--- src/rtl/tick_timer.sv ---
`default_nettype none
// ============================================================================
//  Module   : tick_timer
//  Purpose  : Decimal timebase generator. A prescaler divides clk down to a
//             1 us tick. A chain of decade counters then produces ticks every
//             10^k us. A minute counter pulses tim_1m every 60 s. An optional
//             interval timer counts ticks of a selectable decade.
//  Revision : 1.0 - initial release
// ----------------------------------------------------------------------------
//  Parameters
//    CLK_FREQ     clock frequency in MHz (1..255)
//    NUM_DECADES  number of decade tick outputs (1..7)
//    IVL_W        interval counter width (4..32)
//  Ports
//    clk          sole clock
//    rst_n        asynchronous active-low reset
//    sync_clr     synchronous clear of the timebase; also aborts the interval
//    tick         tick[k] pulses for one cycle every 10^k us (registered)
//    tim_1m       one-cycle pulse every 60 s (0 when NUM_DECADES < 7)
//    ivl_load     interval start/restart strobe
//    ivl_val      interval length in ticks of the selected decade
//    ivl_sel      decade used as interval time base (>= NUM_DECADES -> 0)
//    ivl_busy     interval running
//    ivl_expire   one-cycle pulse when the interval has elapsed
//  Build option
//    TICK_TIMER_IVL_EN  when defined, the interval timer is compiled in;
//                       otherwise ivl_busy/ivl_expire are tied to 0.
// ============================================================================
module tick_timer #(
    parameter logic [7:0] CLK_FREQ    = 8'd125,
    parameter int         NUM_DECADES = 7,
    parameter int         IVL_W       = 16
) (
    input  logic                   clk,
    input  logic                   rst_n,
    input  logic                   sync_clr,
    output logic [NUM_DECADES-1:0] tick,
    output logic                   tim_1m,
    input  logic                   ivl_load,
    input  logic [IVL_W-1:0]       ivl_val,
    input  logic [2:0]             ivl_sel,
    output logic                   ivl_busy,
    output logic                   ivl_expire
);

    localparam logic [7:0] c_pre_max = CLK_FREQ - 8'd1;

    // ------------------------------------------------------------------
    // Timebase
    // ------------------------------------------------------------------
    logic [7:0]             r_pre;
    logic [NUM_DECADES-1:0] r_tick;
    logic [NUM_DECADES-1:0] w_tick_nxt;   // tick value to be registered
    logic [NUM_DECADES-1:0] w_dec_nine;   // bit k: decade k sits at 9
    logic                   w_pre_wrap;

    assign w_pre_wrap    = (r_pre == c_pre_max);
    assign w_dec_nine[0] = 1'b1;

    always_ff @(posedge clk or negedge rst_n) begin
        if (!rst_n) begin
            r_pre <= 8'd0;
        end else if (sync_clr || w_pre_wrap) begin
            r_pre <= 8'd0;
        end else begin
            r_pre <= r_pre + 8'd1;
        end
    end

    // Decade k advances on the (pre-register) tick of decade k-1, so that the
    // registered ticks of all decades line up in the same cycle.
    for (genvar k = 1; k < NUM_DECADES; k++) begin : g_dec
        logic [3:0] r_cnt;

        always_ff @(posedge clk or negedge rst_n) begin
            if (!rst_n) begin
                r_cnt <= 4'd0;
            end else if (sync_clr) begin
                r_cnt <= 4'd0;
            end else if (w_tick_nxt[k-1]) begin
                r_cnt <= (r_cnt == 4'd9) ? 4'd0 : r_cnt + 4'd1;
            end
        end

        assign w_dec_nine[k] = (r_cnt == 4'd9);
    end

    // Tick k fires when the prescaler wraps and every lower decade is at 9;
    // computed from w_dec_nine rather than chained to keep the net acyclic.
    for (genvar k = 0; k < NUM_DECADES; k++) begin : g_tick_nxt
        assign w_tick_nxt[k] = w_pre_wrap & (&w_dec_nine[k:0]);
    end

    always_ff @(posedge clk or negedge rst_n) begin
        if (!rst_n) begin
            r_tick <= '0;
        end else if (sync_clr) begin
            r_tick <= '0;
        end else begin
            r_tick <= w_tick_nxt;
        end
    end

    assign tick = r_tick;

    // ------------------------------------------------------------------
    // Minute counter (only meaningful when the 1 s decade exists)
    // ------------------------------------------------------------------
    if (NUM_DECADES == 7) begin : g_min
        logic [5:0] r_min;
        logic       r_tim_1m;

        always_ff @(posedge clk or negedge rst_n) begin
            if (!rst_n) begin
                r_min    <= 6'd0;
                r_tim_1m <= 1'b0;
            end else if (sync_clr) begin
                r_min    <= 6'd0;
                r_tim_1m <= 1'b0;
            end else begin
                r_tim_1m <= w_tick_nxt[NUM_DECADES-1] & (r_min == 6'd59);
                if (w_tick_nxt[NUM_DECADES-1]) begin
                    r_min <= (r_min == 6'd59) ? 6'd0 : r_min + 6'd1;
                end
            end
        end

        assign tim_1m = r_tim_1m;
    end else begin : g_no_min
        assign tim_1m = 1'b0;
    end

`ifdef TICK_TIMER_IVL_EN
    // ------------------------------------------------------------------
    // Interval timer
    // ------------------------------------------------------------------
    // The load request is captured first and acted on one cycle later. This
    // lines the load up against the registered tick of the same cycle, so a
    // load coinciding with a tick wins and that tick is not counted.
    typedef enum logic [0:0] {
        ST_IDLE = 1'b0,
        ST_RUN  = 1'b1
    } ivl_state_t;

    localparam logic [2:0] c_num_dec = 3'(NUM_DECADES);

    ivl_state_t       r_state;
    ivl_state_t       w_state_nxt;
    logic             r_ld;
    logic [IVL_W-1:0] r_ld_val;
    logic [2:0]       r_ld_sel;
    logic [IVL_W-1:0] r_cnt;
    logic [IVL_W-1:0] w_cnt_nxt;
    logic [2:0]       r_sel;
    logic [2:0]       w_sel_nxt;
    logic             r_expire;
    logic             w_expire_nxt;
    logic [2:0]       w_sel_clamped;
    logic [7:0]       w_tick_pad;
    logic             w_sel_tick;

    assign w_sel_clamped = (ivl_sel >= c_num_dec) ? 3'd0 : ivl_sel;
    assign w_tick_pad    = {{(8-NUM_DECADES){1'b0}}, r_tick};
    assign w_sel_tick    = w_tick_pad[r_sel];

    always_ff @(posedge clk or negedge rst_n) begin
        if (!rst_n) begin
            r_ld     <= 1'b0;
            r_ld_val <= '0;
            r_ld_sel <= 3'd0;
        end else begin
            // A clear in the same cycle as a load discards that load.
            r_ld     <= ivl_load & ~sync_clr;
            r_ld_val <= ivl_val;
            r_ld_sel <= w_sel_clamped;
        end
    end

    always_ff @(posedge clk or negedge rst_n) begin
        if (!rst_n) begin
            r_state  <= ST_IDLE;
            r_cnt    <= '0;
            r_sel    <= 3'd0;
            r_expire <= 1'b0;
        end else begin
            r_state  <= w_state_nxt;
            r_cnt    <= w_cnt_nxt;
            r_sel    <= w_sel_nxt;
            r_expire <= w_expire_nxt;
        end
    end

    always_comb begin
        w_state_nxt  = r_state;
        w_cnt_nxt    = r_cnt;
        w_sel_nxt    = r_sel;
        w_expire_nxt = 1'b0;
        if (sync_clr) begin
            w_state_nxt = ST_IDLE;
            w_cnt_nxt   = '0;
        end else if (r_ld) begin
            if (r_ld_val == '0) begin
                // Zero-length interval: expire at once, never busy.
                w_state_nxt  = ST_IDLE;
                w_cnt_nxt    = '0;
                w_expire_nxt = 1'b1;
            end else begin
                w_state_nxt = ST_RUN;
                w_cnt_nxt   = r_ld_val;
                w_sel_nxt   = r_ld_sel;
            end
        end else if ((r_state == ST_RUN) && w_sel_tick) begin
            if (r_cnt == IVL_W'(1)) begin
                w_state_nxt  = ST_IDLE;
                w_cnt_nxt    = '0;
                w_expire_nxt = 1'b1;
            end else begin
                w_cnt_nxt = r_cnt - IVL_W'(1);
            end
        end
    end

    assign ivl_busy   = (r_state == ST_RUN);
    assign ivl_expire = r_expire;
`else
    logic w_ivl_unused;
    assign w_ivl_unused = ^{ivl_load, ivl_val, ivl_sel};
    assign ivl_busy     = 1'b0;
    assign ivl_expire   = 1'b0;
`endif

endmodule
`default_nettype wire

--- config.mk ---
export PLATFORM = sky130hd
export DESIGN_NAME = tick_timer
export DESIGN_NICKNAME = d
export VERILOG_FILES = /design/src/rtl/tick_timer.sv
export SDC_FILE = /design/constraint.sdc
export NUM_CORES = 1
export LEC_CHECK = 0
export BUFFER_PORTS_ARGS = -buffer_cell sky130_fd_sc_hd__buf_2
export CAP_MARGIN = 25
export CORE_UTILIZATION = 43
export DETAILED_ROUTE_END_ITERATION = 10
export GPL_ROUTABILITY_DRIVEN = 0
export PLACE_DENSITY = 0.69
export SLEW_MARGIN = 15
export SYNTH_ARGS = -nofsm -noshare
export SYNTH_HDL_FRONTEND = slang
export SYNTH_SLANG_ARGS = --single-unit
--- constraint.sdc ---
create_clock -name clk -period 3.7 [get_ports clk]
set_clock_uncertainty 0.05 [all_clocks]
set_input_delay 0.185 -clock clk [delete_from_list [all_inputs] [get_ports clk]]
set_output_delay 0.185 -clock clk [all_outputs]
set_load 0.01 [all_outputs]
Yosys cells after proc, flatten, opt, wreduce, memory -nomap -nowiden --
Index checks and enable logic that the tools add are counted.
Storage, ports and cells: output and inout port bits 10, logic and storage cells 70, register bits after elaboration 46, input port bits 23
Cells by class: bitwise gates (word level) 7, equality and inequality tests 8, mux-type cells 24, reduce and logical (&&, ||, !) cells 13, add/subtract/negate cells 8
Operators with widths (number):
- 4-bit 2-to-1 mux | 18
- 4-bit by 1-bit adder with 4-bit output (second input constant) | 6
- 4-bit == test (second input constant) | 6
- 6-bit 2-to-1 mux | 3
- 2-bit nonzero test | 7
- 8-bit by 1-bit adder with 8-bit output (second input constant) | 1
- 8-bit by 7-bit == test with 1-bit output (second input constant) | 1
- 8-bit 2-to-1 mux | 1
- 1-bit AND | 7
- 7-bit 2-to-1 mux | 1
- 6-bit by 1-bit adder with 6-bit output (second input constant) | 1
- 6-bit == test (second input constant) | 1
- 6-bit AND reduction | 1
- 5-bit AND reduction | 1
- 4-bit AND reduction | 1
- 3-bit AND reduction | 1
- 2-bit AND reduction | 1
- 1-bit logical OR | 1
- 1-bit 2-to-1 mux | 1

Longest topological paths before layout --
depth in word-level cells 5, mapped depth 7, depth with buffers taken out 6

Least setup slack after synthesis --
Ideal clock, no wire load.
path kind register to register, start point register r_pre[0], end point register g_min.r_min[5], library setup time 0.128 ns, path buffers 0, data arrival time 1.663 ns, stages on the path, launching flop included 7, required time 3.522 ns, clock period less this slack 1.841 ns, setup slack 1.859 ns, path through dfrtp_1 inv_1 ha_1 nand3b_1 nor4_4 a41o_2 o22ai_1
Between the ends: word-level cells in the longest chain between the ends 3
RTL lines:
- from (decl) | RTL line 51 | logic [7:0] r_pre;
- from (signal assigned) | RTL line 66 | r_pre <= r_pre + 8'd1;
- 8-bit by 7-bit == test with 1-bit output | RTL line 57 | assign w_pre_wrap = (r_pre == c_pre_max);
- 1-bit AND | RTL line 91 | assign w_tick_nxt[k] = w_pre_wrap & (&w_dec_nine[k:0]);
- 2-bit nonzero test (no line)
- to (signal assigned) | RTL line 123 | r_min <= (r_min == 6'd59) ? 6'd0 : r_min + 6'd1;
- to (decl) | RTL line 110 | logic [5:0] r_min;
No other way between the ends. A chain may end at the register's enable or synchronous reset.

Worst setup path in the final report --
start point register r_pre[0], end point register g_min.r_min[2]
The elaborated chain is that of the path after synthesis.

==> results.cfg <==
[floorplanning]
coreArea_um2 = 5640
die_y_um = 79.3
start_util_pct = 45.6
die-area_um2 = 6290
fp.dieW_um = 79.3
ios = 33
rows = 27

[synth]
avgSynthCellArea_um2 = 9.48
synth_warnings = 0
ys.flop_type = dfrtp_1
ys_types = 45
yosysMostFrequentCell = dfrtp_1
seq_area_frac_synth_pct = 44.8
synth_top_area_cell = dfrtp_1
synthArstFlopShare_pct = 100
synth-seq-cells = 46
synth_edf_count = 0
synth_commonest_cells = dfrtp_1 (46), nor2_1 (31), a21oi_1 (18), inv_1 (18), o21ai_0 (18)
yosysTopAreaCellShare_pct = 44.8
netlist_area_um2 = 2570
netlist_instances = 271
synthTopCellsByArea = dfrtp_1 (45%), ha_1 (6.3%), nor2_1 (4.5%), a21oi_1 (3.5%), o21ai_0 (3.5%)

[global_route]
grt_max_degree = 47
grt_usage_pct = 17.3
grt_pass1_wl_um = 8400
grt_overflow = 0
antenna_found_initial = 0
first_global_vias = 1838

[routing]
drc_errors = 0
wl_per_cell_um = 13.6
vias = 1971
drt_iter0_markers = 137
routed_wl_um = 4840
routed_via_density = 5.54
ant_nets = 0
firstDrtPassIters = 4

[timing]
holdWs_ns = 0.335
setup_violations = 0
rsz0062_at_grt = no
max_slew.worst_pin.slew_ns = 0.784
slew_headroom_pct = 47.2
hold_viol_final = 0
min_period_over_period_pct = 59.7
slew_viol_final = 0
max_freq_ghz = 0.453
fin_crit_ns = 2.21
setup_tns_ns = 0

[power_and_ir_drop]
p_seq_share_pct = 61.6
power_uw = 826
pwr-share-clk_pct = 34.5
p_leak_nw = 1.21
p_per_area_nw_per_um2 = 296
pwr-share-comb_pct = 4.0
power.switching_uw = 181
p_int_uw = 645
sw_frac_of_total_pct = 21.9
peakVddDrop_v = 0.000128

[finish]
antenna_cells = 0
syn2layout_area_growth_pct = 8.71
nFillCells = 512
layout.nets = 320
ff_latch_area_um2 = 1150
drive_gt1_share_pct = 9.15
multi_input_area_um2 = 1320
final_util_pct = 49.5

[clock_network]
htreeDepth = 2
cts_tree = built
post_cts.repair.setup_buffers = 0
clk_latency_ns = 0.30
cts_resized = 0
cts.sinks = 46
root_buffer = clkbuf_8
clk_pin_slew_ns = 0.08
clockBufferDepth = 2
cts_hold_buf = 0
numCtsBuffers = 5

[critical_path]
worst_path_largest_cell_delay_ns = 0.80
cpMaxStageDelayCell = nor4_1
critPathKind = flip-flop to flip-flop
arrival_ns = 2.38
startpoint_type = flip-flop
path_max_fanout = 9
critPathCaptureType = flip-flop
cp_cell_sequence = inv_1, ha_1, nand3b_1, nor4_1, o211ai_1, o21ai_0
critPathRequiredTime_ns = 3.87

[placed_design]
dpl.hpwl_um = 3380
io_buffers = 10

[run]
maxCapViolCount = 0

[worst_hold_path]
holdCritPathClass = input port to async pin

[run_status]
outcome = completed
==> per-stage QoR <==
step | setup WS (ns) | instances | area, µm²
detailed placement | 1.52 | 347 | 2680
global route | 1.31 | 356 | 2790
global placement | 1.52 | 347 | 2680
floorplan | 1.86 | 272 | 2570
CTS | 1.50 | 354 | 2760
finish | 1.49 | 356 | 2790
==> state kept, by name, summed over array words and instances, names as in the netlist <==
signal / count
tim_1m: 1
tick: 7
g_min.r_min: 6
g_dec.r_cnt: 24
r_pre: 8
==> power groups by stage <==
stage          combinational [mW]  clock, mW  sequential (mW)
5_1_grt                    0.0376      0.322            0.509
3_5_place_dp               0.0294          0            0.519
6_report                   0.0328      0.285            0.509
4_1_cts                    0.0295      0.296            0.508
2_1_floorplan              0.0167          0            0.518
3_3_place_gp               0.0295          0            0.519
==> area by class of cell <==
cell class	count	share of cell area, %
Clock buffer	7	2.73
Inverter	18	2.42
Multi-Input combinational cell	201	47.3
Sequential cell	46	41.2
Tap cell	72	3.22
Timing Repair Buffer	12	3.13
==> final timing paths <==
kind / from / endpoint / slack, ns / cells after the start
hold / removal: rst_n / tick[0]$_DFF_PN0_ / 0.34 / 2
min in group clk: sync_clr / g_dec[3].r_cnt[0]$_DFFE_PN0P_ / 0.34 / 2
setup / recovery: r_pre[0]$_DFF_PN0_ / g_min.r_min[2]$_DFFE_PN0P_ / 1.49 / 6
hold reg to reg: r_pre[0]$_DFF_PN0_ / r_pre[0]$_DFF_PN0_ / 0.47 / 1
setup reg to reg: r_pre[0]$_DFF_PN0_ / g_min.r_min[2]$_DFFE_PN0P_ / 1.49 / 6
max in group asynchronous: rst_n / g_dec[6].r_cnt[3]$_DFFE_PN0P_ / 2.74 / 3
==> critical path, delay by kind of cell (launching register included) <==
kind / cells / cell delay, ns
AO/OA/AOI/OAI: 2 / 0.30
adder cells (fa/ha/maj): 1 / 0.16
buffers and inverters: 1 / 0.07
flip-flops: 1 / 0.42
AND/OR/NAND/NOR: 2 / 1.13
==> logic make-up after synthesis <==
kind of cell	count (synthesis)	share of synthesized area, %
AND/OR/NAND/NOR	120	28.2
multiplexers	3	1.22
XOR/XNOR	9	3.07
flip-flops	46	44.8
adder cells (fa/ha/maj)	13	6.33
buffers and inverters	25	3.94
AO/OA/AOI/OAI	54	12.3
other	1	0.146
==> cell usage in the layout, fill, tap and decap left out, drive strengths merged, types with 3 or more instances in the layout <==
cell,count
a21oi,18
a31oi,3
and2,3
and3b,5
buf,11
clkbuf,7
dfrtp,46
ha,13
inv,18
nand2,15
nand2b,3
nand3,15
nand3b,6
nand4,7
nor2,31
nor2b,4
nor3,6
nor4,9
o211ai,4
o21ai,19
o31ai,3
or4,4
xnor2,6
xor2,3
==> per-layer routing <==
| layer | global-route usage (%) | up-vias | wire length, µm |
|---|---|---|---|
| met1 | 21.9 | 947 | 2340 |
| met5 | 0 | - | 0 |
| met3 | 4.71 | 5 | 120 |
| met4 | 5.64 | 0 | 65 |
| li1 | - | 996 | - |
| met2 | 28.3 | 23 | 2310 |
No activity file was read; power rests on OpenSTA's default activity.
